`config.mk`:
```
export PLATFORM = sky130hd
export DESIGN_NAME = stream_byte_packer
export DESIGN_NICKNAME = d
export VERILOG_FILES = /design/src/rtl/stream_byte_packer_pkg.sv /design/src/rtl/stream_byte_packer_timer.sv /design/src/rtl/stream_byte_packer.sv
export SDC_FILE = /design/constraint.sdc
export NUM_CORES = 1
export LEC_CHECK = 0
export BUFFER_PORTS_ARGS = -buffer_cell sky130_fd_sc_hd__buf_2
export CELL_PAD_IN_SITES_DETAIL_PLACEMENT = 0
export CELL_PAD_IN_SITES_GLOBAL_PLACEMENT = 2
export CORE_ASPECT_RATIO = 1.4
export CORE_UTILIZATION = 35
export CTS_BUF_LIST = sky130_fd_sc_hd__clkbuf_4 sky130_fd_sc_hd__clkbuf_8
export DETAILED_ROUTE_END_ITERATION = 8
export GPL_ROUTABILITY_DRIVEN = 0
export PLACE_DENSITY = 0.8
export SYNTH_ARGS = -nofsm -noshare
export SYNTH_HDL_FRONTEND = slang
export SYNTH_SLANG_ARGS = --single-unit
```
`constraint.sdc`:
```
create_clock -name clk -period 1.9 [get_ports clk]
set_input_delay 0 -clock clk [delete_from_list [all_inputs] [get_ports clk]]
set_output_delay 0 -clock clk [all_outputs]
set_load 0.05 [all_outputs]
```
`src/rtl/stream_byte_packer_pkg.sv`:
```
// -----------------------------------------------------------------------------
// stream_byte_packer_pkg
// Shared constants, output-register state type and the byte-mask helper used
// by the stream byte packer and its idle timer.
// -----------------------------------------------------------------------------
package stream_byte_packer_pkg;

    localparam int BYTES_PER_WORD = 4;
    localparam int IN_W           = 8;
    localparam int OUT_W          = 32;
    localparam int FILL_W         = 3;   // holds 0..BYTES_PER_WORD-1
    localparam int TIMER_W        = 8;   // covers TIMEOUT_CYCLES up to 255

    // Output register occupancy.
    typedef enum logic {
        EMPTY = 1'b0,
        HOLD  = 1'b1
    } out_state_t;

    // Byte-valid mask for a word holding 'fill' bytes: (1 << fill) - 1.
    function automatic logic [BYTES_PER_WORD-1:0] mask_from_fill(input logic [FILL_W-1:0] fill);
        return (BYTES_PER_WORD'(1) << fill) - BYTES_PER_WORD'(1);
    endfunction

endpackage

```
`src/rtl/stream_byte_packer_timer.sv`:
```
// -----------------------------------------------------------------------------
// stream_byte_packer_timer
// Idle counter for the byte packer. Counts cycles with partial data held and
// no byte accepted, saturating at TIMEOUT_CYCLES-1 so that 'expired' stays
// asserted until the partial word can actually be loaded.
//
// Ports:
//   clk      clock
//   reset    synchronous active-high reset
//   clear    restart the count (push fire, empty accumulator or flush)
//   tick     count this cycle
//   expired  count has reached TIMEOUT_CYCLES-1
// -----------------------------------------------------------------------------
module stream_byte_packer_timer
    import stream_byte_packer_pkg::*;
#(
    parameter int TIMEOUT_CYCLES = 16
) (
    input  logic clk,
    input  logic reset,
    input  logic clear,
    input  logic tick,
    output logic expired
);

    localparam logic [TIMER_W-1:0] LIMIT = TIMER_W'(TIMEOUT_CYCLES - 1);

    logic [TIMER_W-1:0] count;

    // NOTE: sequential state is written with non-blocking assignments only, so
    // every flop samples pre-edge values regardless of block ordering.
    always_ff @(posedge clk) begin
        if (reset || clear) begin
            count <= '0;
        end else if (tick && (count != LIMIT)) begin
            count <= count + TIMER_W'(1);
        end
    end

    assign expired = (count == LIMIT);

endmodule

```
`src/rtl/stream_byte_packer.sv`:
```
// -----------------------------------------------------------------------------
// stream_byte_packer
// Packs a stream of bytes into 32-bit words, first-accepted byte in [7:0].
// Three bytes are held in an accumulator; the fourth byte is combined with
// them straight into a single-entry output register, so a word appears one
// cycle after its last byte and the input sustains one byte per cycle.
//
// Optional feature (macro STREAM_BYTE_PACKER_TIMEOUT_EN): after
// TIMEOUT_CYCLES-1 idle cycles with partial data, the partial word is emitted
// with a mask covering only the valid lanes. Without the macro, partial bytes
// are held indefinitely and every emitted word has a full mask.
//
// Ports:
//   clk, reset        clock, synchronous active-high reset
//   io_push_*         byte input (valid/ready/payload)
//   io_pop_*          word output (valid/ready/payload/mask)
//   io_flush          discard accumulator and output register
//   io_fill           bytes currently held in the accumulator (0..3)
// -----------------------------------------------------------------------------
module stream_byte_packer
    import stream_byte_packer_pkg::*;
#(
    parameter int TIMEOUT_CYCLES = 16
) (
    input  logic                      clk,
    input  logic                      reset,
    input  logic                      io_push_valid,
    output logic                      io_push_ready,
    input  logic [IN_W-1:0]           io_push_payload,
    output logic                      io_pop_valid,
    input  logic                      io_pop_ready,
    output logic [OUT_W-1:0]          io_pop_payload,
    output logic [BYTES_PER_WORD-1:0] io_pop_mask,
    input  logic                      io_flush,
    output logic [FILL_W-1:0]         io_fill
);

    localparam logic [FILL_W-1:0] LAST_LANE = FILL_W'(BYTES_PER_WORD - 1);

    out_state_t                           state, state_next;
    logic [FILL_W-1:0]                    fill;
    logic [BYTES_PER_WORD-2:0][IN_W-1:0]  acc;
    logic [OUT_W-1:0]                     pop_payload_q;
    logic [BYTES_PER_WORD-1:0]            pop_mask_q;

    logic push_fire, pop_fire, full_load, timeout_load, word_load;

    assign io_pop_valid   = (state == HOLD);
    assign io_pop_payload = pop_payload_q;
    assign io_pop_mask    = pop_mask_q;
    assign io_fill        = fill;

    // The last byte of a word needs the output register free (or draining).
    assign io_push_ready = !io_flush &&
                           !((fill == LAST_LANE) && io_pop_valid && !io_pop_ready);

    assign push_fire = io_push_valid && io_push_ready;
    assign pop_fire  = io_pop_valid && io_pop_ready;
    assign full_load = push_fire && (fill == LAST_LANE);

`ifdef STREAM_BYTE_PACKER_TIMEOUT_EN
    logic timer_expired;

    stream_byte_packer_timer #(
        .TIMEOUT_CYCLES (TIMEOUT_CYCLES)
    ) u_timer (
        .clk     (clk),
        .reset   (reset),
        .clear   (io_flush || push_fire || (fill == '0)),
        .tick    (!push_fire),
        .expired (timer_expired)
    );

    // A coincident push fire wins over the timeout.
    assign timeout_load = timer_expired && !push_fire && !io_flush &&
                          (fill != '0) && (!io_pop_valid || io_pop_ready);
`else
    logic unused_timeout_cfg;
    assign unused_timeout_cfg = |TIMEOUT_CYCLES;
    assign timeout_load       = 1'b0;
`endif

    assign word_load = full_load || timeout_load;

    // Output register state machine.
    always_ff @(posedge clk) begin
        if (reset) begin
            state <= EMPTY;
        end else begin
            state <= state_next;
        end
    end

    // NOTE: state_next gets a default before any branch, so no path leaves it
    // unassigned and no latch is inferred.
    always_comb begin
        state_next = state;
        unique case (state)
            EMPTY: if (word_load)              state_next = HOLD;
            HOLD:  if (pop_fire && !word_load) state_next = EMPTY;
            default:                           state_next = EMPTY;
        endcase
        if (io_flush) state_next = EMPTY;
    end

    // Accumulator and output word. Lanes above 'fill' are kept at zero so a
    // partial word needs no extra masking of its payload.
    always_ff @(posedge clk) begin
        if (reset || io_flush) begin
            fill          <= '0;
            acc           <= '0;
            pop_payload_q <= '0;
            pop_mask_q    <= '0;
        end else if (full_load) begin
            pop_payload_q <= {io_push_payload, acc};
            pop_mask_q    <= '1;
            fill          <= '0;
            acc           <= '0;
        end else if (timeout_load) begin
            pop_payload_q <= {IN_W'(0), acc};
            pop_mask_q    <= mask_from_fill(fill);
            fill          <= '0;
            acc           <= '0;
        end else if (push_fire) begin
            acc[fill[1:0]] <= io_push_payload;
            fill           <= fill + FILL_W'(1);
        end
    end

endmodule

```
Word-level counts from Yosys, hierarchy flattened:

Index checks and enable logic that the tools add are counted.

* register bits: 61
* output and inout port bits: 41

* add/subtract/negate cells: 1
* $lt $le $gt $ge: 2
* equality and inequality tests: 1
* mux-type cells: 6
* bitwise operators: 1
* reductions and logical operators: 15

Operators with widths (number)
* bitwise mux 24 bit: 1
* demux 8 bit (select 2 bit): 1
* logical AND 1 bit: 8
* two-way mux 8 bit: 1
* logical NOT 1 bit: 4
* OR reduction 2 bit: 2
* adder 3 x 1 -> 3 bit (second input constant): 1
* equality test 3 x 2 -> 1 bit (second input constant): 1
* less-than comparator 2 x 3 -> 1 bit (second input constant): 1
* >= comparator 2 x 1 -> 1 bit (second input constant): 1
* two-way mux 1 bit: 2
* one-hot mux 1 bit (2 select lines): 1
* logical OR 1 bit: 1
* NOT 1 bit: 1

Depth between registers and ports, before layout:

Gate-level depths: netlist of the first run.

* depth after elaboration: 11
* gate-level depth with buffers: 6
* depth with buffers taken out: 5

Worst setup path after synthesis of the first run:

Ideal clock, no wire load.

* kind: register to register
* start: reg fill[1], in the netlist io_fill[1]
* end: reg acc[7] in the netlist's numbering
* arrival: 1817 ps
* required time: 1770 ps
* path slack: -47 ps
* stages on the path, launching flop included: 7
* path buffers: 1
* period minus slack after synthesis: 1947 ps
* path through: dfxtp_1 ha_1 ha_1 nand3b_2 and3_1 buf_2 mux2i_1

* word-level cells in the longest chain between the ends: 8
* elaborated cells between the ends (all ways): 14
* those cells by class: 2 x order compare; 1 x eq/ne; 3 x mux; 8 x reduce/logical

Ends and longest elaborated chain
* from (decl): line stream_byte_packer.sv:41 `logic [FILL_W-1:0] fill;`
* from (signal assigned): line stream_byte_packer.sv:126 `fill <= fill + FILL_W'(1);`
* branches (longest 8 deep; another with less-than comparator 2 x 3 -> 1 bit)
* to (signal, indexed assignment): line stream_byte_packer.sv:125 `acc[fill[1:0]] <= io_push_payload;`
* to (decl): line stream_byte_packer.sv:42 `logic [BYTES_PER_WORD-2:0][IN_W-1:0] acc;`

Parallel ways; which one is timed is not known.
A chain may end at the register's enable or synchronous reset.

Final worst setup path of the first run:

* start: reg fill[0], in the netlist io_fill[0]
* end: out io_push_ready

* word-level cells in the longest chain between the ends: 5

Ends and longest elaborated chain
* equality test 3 x 2 -> 1 bit: line stream_byte_packer.sv:55 `!((fill == LAST_LANE) && io_pop_valid && !io_pop_ready);`
* logical AND 1 bit (2 in series): line stream_byte_packer.sv:55
* logical NOT 1 bit: line stream_byte_packer.sv:55
* logical AND 1 bit: line stream_byte_packer.sv:54 `assign io_push_ready = !io_flush &&`
* to (decl): line stream_byte_packer.sv:28 `output logic io_push_ready,`

No other way between the ends.

==> reports/results.ini, run 1 <==
[outcome]
status=complete, no violations

[sta]
finalSetupViolCount=0
period_needed_ns=1.76
finalSetupTns_ns=0
fin_ws_ns=0.136
relSlewSlack=0.595
fin_skew_ns=0.00462
fin_crit_sh=0.929
final_max_slew_viol_count=0
worst_pin_slew_ns=0.607
rsz0062_at_grt=no
hold_violations=0
fmax_mhz=567

[worst_hold_path]
hp-class=input pin to flip-flop

[setup_path]
arrival_ns=1.76
cp.required_ns=1.90
crit_slowest_cell=dfxtp_2
startpoint_type=flip-flop
endpoint_kind=primary output
crit_fanout=5
path_class=flip-flop to primary output
cp_common_cell=ha_1
cp_slowest_stage_delay_ns=0.34
crit_chain=ha_1 > ha_1 > buf_4 > and3b_1 > nor2_1 > buf_2

[power]
clkPwrFrac=0.402
p_leak_nw=1.47
switchingPower_w=0.000562
power_frac_comb=0.057
p_seq_frac=0.541
peakVddDrop_v=0.000310
p_int_w=0.00182
switching_share=0.236
p_per_area_mw_per_mm2=726

[drt]
drtAntennaViolNets=0
post_drt_wl_per_cell_um=13.8
route.vias.total=2096
drc=0
via_per_inst=4.85
drt_pass1_iterations=4
drt_iter0_markers=105
wl_mm=5.97

[clocking]
cts_made_buffers=9
postCtsHoldBufs=8
cts_tree=built
cts_setup_buffers=0
htree_levels=3
cts_sinks=61
clkTransAtPathRegs_ns=0.06
cts_root_buffer=clkbuf_8
cts_resized=0
worstSkewPairLatency_ns=0.33
clk_path_buf_depth=2

[placed_design]
io_buffers=53
dpl.hpwl_mm=4.18
dp_slack_ns=0.149
place_area_sq_mm=0.00304

[floorplanning]
dieHeight_um=105
start_util=0.363
pin_count=54
fp-row-count=37
die_x_um=75.9
core_sq_mm=0.00736
die_area_sq_mm=0.00800

[synth]
synth_nets=291
synthArstFlopShare=0
syn_area_sq_mm=0.00268
synth-compound-area-share=0.110
ys.flop_type=dfxtp_1
yosysWarningCount=0
postSynthCellCount=273
synth.avg_cell_area_sq_um=9.80
yosys.area_share.simple=0.142
synth-xor-area-share=0
synth_cell_type_count=26
synth_top_family_by_area=multiplexers
ys_seq_area_frac=0.457
synth_seq_cells=61
synthMuxAreaShare=0.210
synthAdderAreaFrac=0.0234
synth_edf_count=0

[final_layout]
syn_to_final_growth_pct=22.5
layout.nets=350
final_common_cell=nand2_1
fin_area_sq_mm=0.00328
mostFrequentLayoutCells=nand2_1 (65), dfxtp_1 (59), mux2i_1 (56)
num-fill-cells=737
multi_input_area_sq_mm=0.00130
diodes=0
seq_area_sq_mm=0.00122
final_layout_size_suffix_gt1_frac=0.263

[global_routing]
track_usage=0.164
grt_overflow_total=0
grt_pass1_vias=1954
antenna_found_initial=0
grt_pass1_wl_mm=9.74
grt_max_degree=39

[job]
drv_cap=0

==> final timing paths <==
path / slack (ns) / cells past startpoint / endpoint / startpoint
worst min-delay path: 0.05 / 3 / io_pop_valid / reset
worst max register to register: 0.14 / 6 / acc[0] / io_fill[0]
worst min register to register: 0.45 / 2 / io_pop_payload[8] / io_pop_payload[8]
worst max-delay path: 0.14 / 6 / io_push_ready / io_fill[0]
==> cell usage after synthesis, types with 2 or more instances <==
| cell | instances | share of area |
|---|---|---|
| nand2_1 | 65 | 0.091 |
| dfxtp_1 | 61 | 0.46 |
| mux2i_1 | 56 | 0.21 |
| o211ai_1 | 32 | 0.090 |
| clkbuf_1 | 10 | 0.014 |
| buf_2 | 8 | 0.015 |
| ha_1 | 5 | 0.023 |
| buf_4 | 4 | 0.011 |
| nand3_1 | 4 | 0.0075 |
| a21oi_1 | 3 | 0.0056 |
| buf_6 | 3 | 0.013 |
| inv_1 | 3 | 0.0042 |
| o21ai_0 | 3 | 0.0056 |
| and3_1 | 2 | 0.0047 |
| nor2b_1 | 2 | 0.0047 |
| o21a_1 | 2 | 0.0056 |
==> registers in the layout, indices dropped and copies added (netlist names) <==
signal,cells
io_pop_payload,32
io_fill,3
io_pop_mask,1
acc,24
io_pop_valid,1
==> metrics by stage <==
step / cells / total power [W] / utilization / hold slack (ns)
2_1_floorplan: 273 / 0.00139 / - / 0.139
3_3_place_gp: 410 / 0.00144 / 0.413 / 0.267
3_5_place_dp: 410 / 0.00144 / 0.413 / 0.277
4_1_cts: 432 / 0.00241 / 0.445 / 0.0408
5_1_grt: 432 / 0.00248 / 0.445 / 0.0615
6_report: 432 / 0.00238 / 0.445 / 0.0521
==> metal layers <==
metal / up-vias / wire [um] / GRT usage
met5: - / 0 / 0
met4: 0 / 96 / 0.0794
met3: 10 / 180 / 0.0344
met2: 49 / 2890 / 0.252
met1: 972 / 2800 / 0.213
li1: 1065 / - / -
==> power groups by stage <==
| stage | logic [W] | clock network (W) | registers (W) |
|---|---|---|---|
| final | 0.000136 | 0.000956 | 0.00129 |
| after floorplan | 0.0000701 | 0 | 0.00132 |
| after detailed placement | 0.000124 | 0 | 0.00132 |
| after global routing | 0.000149 | 0.00105 | 0.00129 |
| after global placement | 0.000123 | 0 | 0.00132 |
| after CTS | 0.000137 | 0.000984 | 0.00129 |
==> critical path: cells and delay by family, from the launching register on <==
| family | cells | cell delay [ns] |
|---|---|---|
| buffers and inverters | 2 | 0.42 |
| adder cells (fa/ha/maj) | 2 | 0.39 |
| flip-flops | 1 | 0.34 |
| AND/OR/NAND/NOR | 2 | 0.29 |
==> layout make-up <==
| cell class | count | share of cell area |
|---|---|---|
| Inverter | 3 | 0.00344 |
| Clock buffer | 11 | 0.0424 |
| Timing Repair Buffer | 74 | 0.143 |
| Clock inverter | 3 | 0.00458 |
| Multi-Input combinational cell | 183 | 0.396 |
| Tap cell | 97 | 0.0370 |
| Sequential cell | 61 | 0.373 |
==> cell families after synthesis <==
group                      count (synthesis)
adders and majority gates                  5
and+or+nand+nor                           81
muxes                                     56
DFF                                       61
AOI/OAI and AO/OA                         41
buffers and inverters                     29
Power figures use the tool's default switching activity.
==> run 2: changes to the inputs <==
--- a/config.mk
+++ b/config.mk
@@ -6,6 +6,7 @@
 export NUM_CORES = 1
 export LEC_CHECK = 0
 export BUFFER_PORTS_ARGS = -buffer_cell sky130_fd_sc_hd__buf_2
+export CAP_MARGIN = 30
 export CELL_PAD_IN_SITES_DETAIL_PLACEMENT = 0
 export CELL_PAD_IN_SITES_GLOBAL_PLACEMENT = 2
 export CORE_ASPECT_RATIO = 1.4
@@ -13,7 +14,8 @@
 export CTS_BUF_LIST = sky130_fd_sc_hd__clkbuf_4 sky130_fd_sc_hd__clkbuf_8
 export DETAILED_ROUTE_END_ITERATION = 8
 export GPL_ROUTABILITY_DRIVEN = 0
-export PLACE_DENSITY = 0.8
+export PLACE_DENSITY_LB_ADDON = 0.1
 export SYNTH_ARGS = -nofsm -noshare
 export SYNTH_HDL_FRONTEND = slang
+export SYNTH_HIERARCHICAL = 1
 export SYNTH_SLANG_ARGS = --single-unit
==> run 2 against run 1 <==
  * Clock power is 23% higher
  * Worst setup slack improved by 0.019 ns
  * Cell count is 0.93% lower
  * Register-to-register slack better by 0.02 ns
  * Sequential share of layout area fell by 0.23 points
  * First-iteration DRC count is 33% higher
  * Synthesized cell count stayed put
  * Core utilization rose by 0.27 points
  * Clock skew up 0.0047 ns
  * Critical endpoint is now acc[0]
  * Largest cell class unchanged
==> reports/results.ini, run 2 <==
[outcome]
status=complete, no violations

[clocking]
clk_path_buf_depth=2
clkTransAtPathRegs_ns=0.07
cts_made_buffers=9
cts_root_buffer=clkbuf_8
cts_sinks=61
cts_tree=built
htree_levels=3
worstSkewPairLatency_ns=0.34

[floorplanning]
core_sq_mm=0.00736
die_x_um=75.9
die_area_sq_mm=0.00800
start_util=0.363
dieHeight_um=105
fp-row-count=37
pin_count=54

[sta]
relSlewSlack=0.702
finalSetupViolCount=0
fmax_mhz=573
rsz0062_at_grt=no
period_needed_ns=1.74
hold_violations=0
final_max_slew_viol_count=0
fin_skew_ns=0.00935
whs_ns=0.00274
worst_pin_slew_ns=0.445
fin_crit_sh=0.918
finalSetupTns_ns=0

[drt]
route.vias.total=2098
drc=0
drt_pass1_iterations=4
post_drt_wl_per_cell_um=14.3
drt_iter0_markers=140
wl_mm=6.11
drtAntennaViolNets=0
via_per_inst=4.90

[final_layout]
largest_register_ffs=32
final_layout_size_suffix_gt1_frac=0.254
mostFrequentLayoutCells=nand2_1 (65), dfxtp_1 (59), mux2i_1 (56)
final_common_cell=nand2_1
syn_to_final_growth_pct=23.2
layout.nets=345
diodes=0
instances_no_fill=428

[power]
p_seq_frac=0.496
p_per_area_mw_per_mm2=788
p_int_w=0.00200
peakVddDrop_v=0.000532
switchingPower_w=0.000600
switching_share=0.231
p_leak_nw=1.46
clkPwrFrac=0.454
power_frac_comb=0.050

[synth]
synth.most_common_cell=nand2_1
postSynthCellCount=273
synthArstFlopShare=0
yosys-top-cells-area=dfxtp_1 (46%), mux2i_1 (21%), nand2_1 (9.1%)
syn_area_sq_mm=0.00268
synth_cell_type_count=26
ys_seq_area_frac=0.457
yosys.area.top_type_share=0.457
synth.avg_cell_area_sq_um=9.80
synth_seq_cells=61
ys.flop_type=dfxtp_1
synth_edf_count=0
yosysWarningCount=6
synth_common_cells=nand2_1 (65), dfxtp_1 (61), mux2i_1 (56)
netlist.top_cell.by_area=dfxtp_1
synth_nets=291

[setup_path]
reg2reg_slack_ns=0.16
startpoint_type=flip-flop
endpoint_kind=flip-flop
crit_fanout=16
worstReg2RegEnd=acc[0]
r2r_start=io_fill[0]
path_class=flip-flop to flip-flop
arrival_ns=1.95
rr_worst_depth=6
cp.required_ns=2.10

[job]
drv_cap=0

[global_routing]
grt_max_degree=56
grt_overflow_total=0
track_usage=0.170
grt_pass1_vias=2028
grt_pass1_wl_mm=10.0
antenna_found_initial=0

[worst_hold_path]
hold_start=reset
hold_end=io_pop_payload[31]
hp-class=input pin to flip-flop
holdPathStages=4

[placed_design]
placedCellCount=405
io_buffers=53
dpl.hpwl_mm=4.10

## run 2: cell counts after synthesis
No cell type changed its count.
## run 2: worst max-delay path, stage by stage, from the launching register on
cell      delay (ns)
dfxtp_2         0.36
ha_1            0.15
ha_1            0.28
nand2_1         0.09
buf_4           0.20
o211ai_1        0.40
mux2i_1         0.13
## run 2: worst max-delay path by stage
stage / start / end / slack, ns / cells after the start
2_1_floorplan: io_fill[2] / io_push_ready / 0.04 / 4
3_3_place_gp: io_fill[0] / acc[3] / 0.20 / 5
4_1_cts: io_fill[0] / io_push_ready / 0.16 / 5
6_report: io_fill[0] / acc[0] / 0.16 / 6
3_5_place_dp: io_fill[0] / acc[16] / 0.18 / 6
5_1_grt: io_fill[0] / acc[0] / 0.02 / 6
## run 2: kinds of logic after synthesis
group / Yosys count / share of synthesized area
AO/OA/AOI/OAI: 41 / 0.110
adder cells (fa/ha/maj): 5 / 0.0234
buffers and inverters: 29 / 0.0589
flip-flops: 61 / 0.457
multiplexers: 56 / 0.210
AND/OR/NAND/NOR: 81 / 0.142
## run 2: routing by layer
layer | wire (um) | track usage | vias up
met5 | 0 | 0 | -
li1 | - | - | 1059
met1 | 2950 | 0.229 | 985
met2 | 2840 | 0.247 | 48
met3 | 259 | 0.0545 | 6
met4 | 59 | 0.0675 | 0
## run 2: power groups by stage
stage	Sequential [W]	Combinational, W	Clock (W)
after floorplan	0.00132	0.0000701	0
after global placement	0.00132	0.000120	0
after detailed placement	0.00132	0.000120	0
after CTS	0.00129	0.000132	0.00121
after global routing	0.00129	0.000144	0.00128
final	0.00129	0.000131	0.00118
## run 2: final cells by class
cell class | instances | area (sq um)
clock buffer | 11 | 151
tap | 97 | 121
clock inverter | 4 | 47.5
multi-input combinational | 183 | 1300
sequential | 61 | 1220
fill | 736 | 4060
timing repair buffer | 69 | 443
inverter | 3 | 11.3
## run 2: stage by stage
step | power [W] | setup WS, ns | util | area, sq um
5_1_grt | 0.00271 | 0.0177 | 0.448 | 3300
2_1_floorplan | 0.00139 | 0.0363 | - | 2680
4_1_cts | 0.00264 | 0.157 | 0.448 | 3300
3_5_place_dp | 0.00144 | 0.179 | 0.410 | 3020
6_report | 0.00260 | 0.155 | 0.448 | 3300
3_3_place_gp | 0.00144 | 0.198 | 0.410 | 3020
## run 2: what timing repair did
item                      4_1_cts  5_1_grt
hold buffers                    8        0
buffers inserted                0        0
gates resized for setup         0        0
hold endpoints to repair        8        0
==> run 3: changes to the inputs <==
--- a/config.mk
+++ b/config.mk
@@ -9,7 +9,7 @@
 export CAP_MARGIN = 30
 export CELL_PAD_IN_SITES_DETAIL_PLACEMENT = 0
 export CELL_PAD_IN_SITES_GLOBAL_PLACEMENT = 2
-export CORE_ASPECT_RATIO = 1.4
+export CORE_ASPECT_RATIO = 0.6
 export CORE_UTILIZATION = 35
 export CTS_BUF_LIST = sky130_fd_sc_hd__clkbuf_4 sky130_fd_sc_hd__clkbuf_8
 export DETAILED_ROUTE_END_ITERATION = 8
==> constraint.sdc (replaced) <==
create_clock -name clk -period 1.9 [get_ports clk]
set_input_delay 0.285 -clock clk [delete_from_list [all_inputs] [get_ports clk]]
set_output_delay 0.285 -clock clk [all_outputs]
set_load 0.05 [all_outputs]
==> run 3 against run 2 <==
  * Clock power shrank 8%
  * Final area fell by 0.49%
  * Highest routed layer unchanged
  * Critical endpoint is now io_push_ready
  * Cell count grew 1.6%
  * Sequential power about the same
  * Clock-buffer cell count increased by 3
  * Global-route usage up 0.15 points
  * Hold slack better by 0.20 ns
  * Critical path type is now flip-flop to primary output
  * Clock skew shrank 0.0031 ns
  * First-iteration DRC count shrank 24%
==> reports/results.ini, run 3 (synthesis gave the netlist of run 2 again) <==
[placed_design]
place_area_sq_mm=0.00306
io_buffers=53
placedCellCount=419
dpl.hpwl_mm=4.37

[drt]
drt_pass1_iterations=4
post_drt_wl_per_cell_um=14.4
drtAntennaViolNets=0
route.vias.total=2100
drc=0
via_per_inst=4.83
wl_mm=6.25
drt_iter0_markers=107

[power]
p_leak_nw=1.46
p_int_w=0.00193
p_seq_frac=0.514
clkPwrFrac=0.434
p_per_area_mw_per_mm2=764
switchingPower_w=0.000575
peakVddDrop_v=0.000323
switching_share=0.229
power_frac_comb=0.052

[sta]
whs_ns=0.206
fmax_mhz=551
hold_violations=0
relSlewSlack=0.647
finalSetupViolCount=0
final_max_slew_viol_count=0
fin_crit_sh=0.955
worst_pin_slew_ns=0.528
rsz0062_at_grt=no
finalSetupTns_ns=0
period_needed_ns=1.81
fin_skew_ns=0.00628

[clocking]
postCtsHoldBufs=0
cts_root_buffer=clkbuf_8
worstSkewPairLatency_ns=0.35
clk_path_buf_depth=2
cts_sinks=61
htree_levels=3
cts_made_buffers=9
clkTransAtPathRegs_ns=0.06
cts_tree=built

[worst_hold_path]
hp-class=input pin to flip-flop

[floorplanning]
fp-row-count=24
start_util=0.365
die_area_sq_mm=0.00801
core_sq_mm=0.00733
dieHeight_um=69.7
pin_count=54
die_x_um=115

[setup_path]
startpoint_type=flip-flop
path_class=flip-flop to primary output
endpoint_kind=primary output
rr_worst_depth=5
r2r_start=io_fill[1]
crit_fanout=5
reg2reg_slack_ns=0.13
arrival_ns=1.53
cp.required_ns=1.62
startpoint=io_fill[0]
critical_path.endpoint=io_push_ready
worstReg2RegEnd=acc[0]

[final_layout]
mostFrequentLayoutCells=nand2_1 (65), dfxtp_1 (59), mux2i_1 (56)
largest_register_ffs=32
layout.nets=345
fin_util=0.448
syn_to_final_growth_pct=22.6
instances_no_fill=435
diodes=0
final_layout_size_suffix_gt1_frac=0.290
final_common_cell=nand2_1
fin_area_sq_mm=0.00328

[global_routing]
grt_pass1_wl_mm=10.2
grt_pass1_vias=1927
grt_overflow_total=0
grt_max_degree=34
track_usage=0.171
antenna_found_initial=0

[job]
drv_cap=0

[outcome]
status=complete, no violations

[run 3: cell type report]
cell class,instances,area (sq um)
clock buffer,14,180
clock inverter,1,5.00
fill,750,4050
inverter,3,11.3
multi-input combinational,183,1320
sequential,61,1220
tap,104,130
timing repair buffer,69,408
[run 3: metal layers]
| metal | track usage | vias to the layer above | routed length [um] |
|---|---|---|---|
| li1 | - | 1055 | - |
| met1 | 0.258 | 994 | 3520 |
| met2 | 0.212 | 41 | 2330 |
| met3 | 0.0717 | 10 | 327 |
| met4 | 0.0563 | 0 | 75 |
| met5 | 0 | - | 0 |
[run 3: how the worst min path moves through the flow]
stage	depth (start not counted)	to	slack (ns)	startpoint
after floorplan	2	io_pop_payload[24]	0.42	io_push_payload[0]
after global placement	2	io_pop_payload[7]	0.44	io_pop_payload[7]
after detailed placement	2	io_pop_payload[13]	0.44	io_pop_payload[13]
after CTS	3	io_pop_payload[25]	0.19	io_push_payload[1]
after global routing	3	io_pop_payload[24]	0.20	io_push_payload[0]
final	3	io_pop_payload[25]	0.21	io_push_payload[1]
[run 3: power groups by stage]
| stage | clock network [W] | registers, W | logic [W] |
|---|---|---|---|
| floorplan | 0 | 0.00132 | 0.0000709 |
| global placement | 0 | 0.00132 | 0.000126 |
| detailed placement | 0 | 0.00132 | 0.000126 |
| CTS | 0.00112 | 0.00129 | 0.000127 |
| global route | 0.00118 | 0.00129 | 0.000142 |
| finish | 0.00109 | 0.00129 | 0.000130 |
[run 3: critical path, cell delays in order, from the launching register on]
cell     delay [ns]
dfxtp_2        0.34
ha_2           0.20
ha_4           0.17
and3b_2        0.24
nor2_4         0.09
buf_8          0.15
[run 3: stage by stage]
step	worst slack [ns]	total power [W]
3_3_place_gp	0.139	0.00144
5_1_grt	0.0189	0.00261
4_1_cts	0.0252	0.00254
2_1_floorplan	0.109	0.00139
6_report	0.0850	0.00251
3_5_place_dp	0.0714	0.00144
[run 3: what timing repair did]
item | 4_1_cts | 5_1_grt
gates resized for setup | 4 | 3
buffers inserted | 0 | 1
setup endpoints to repair | 1 | 17
pin swaps | 0 | 1
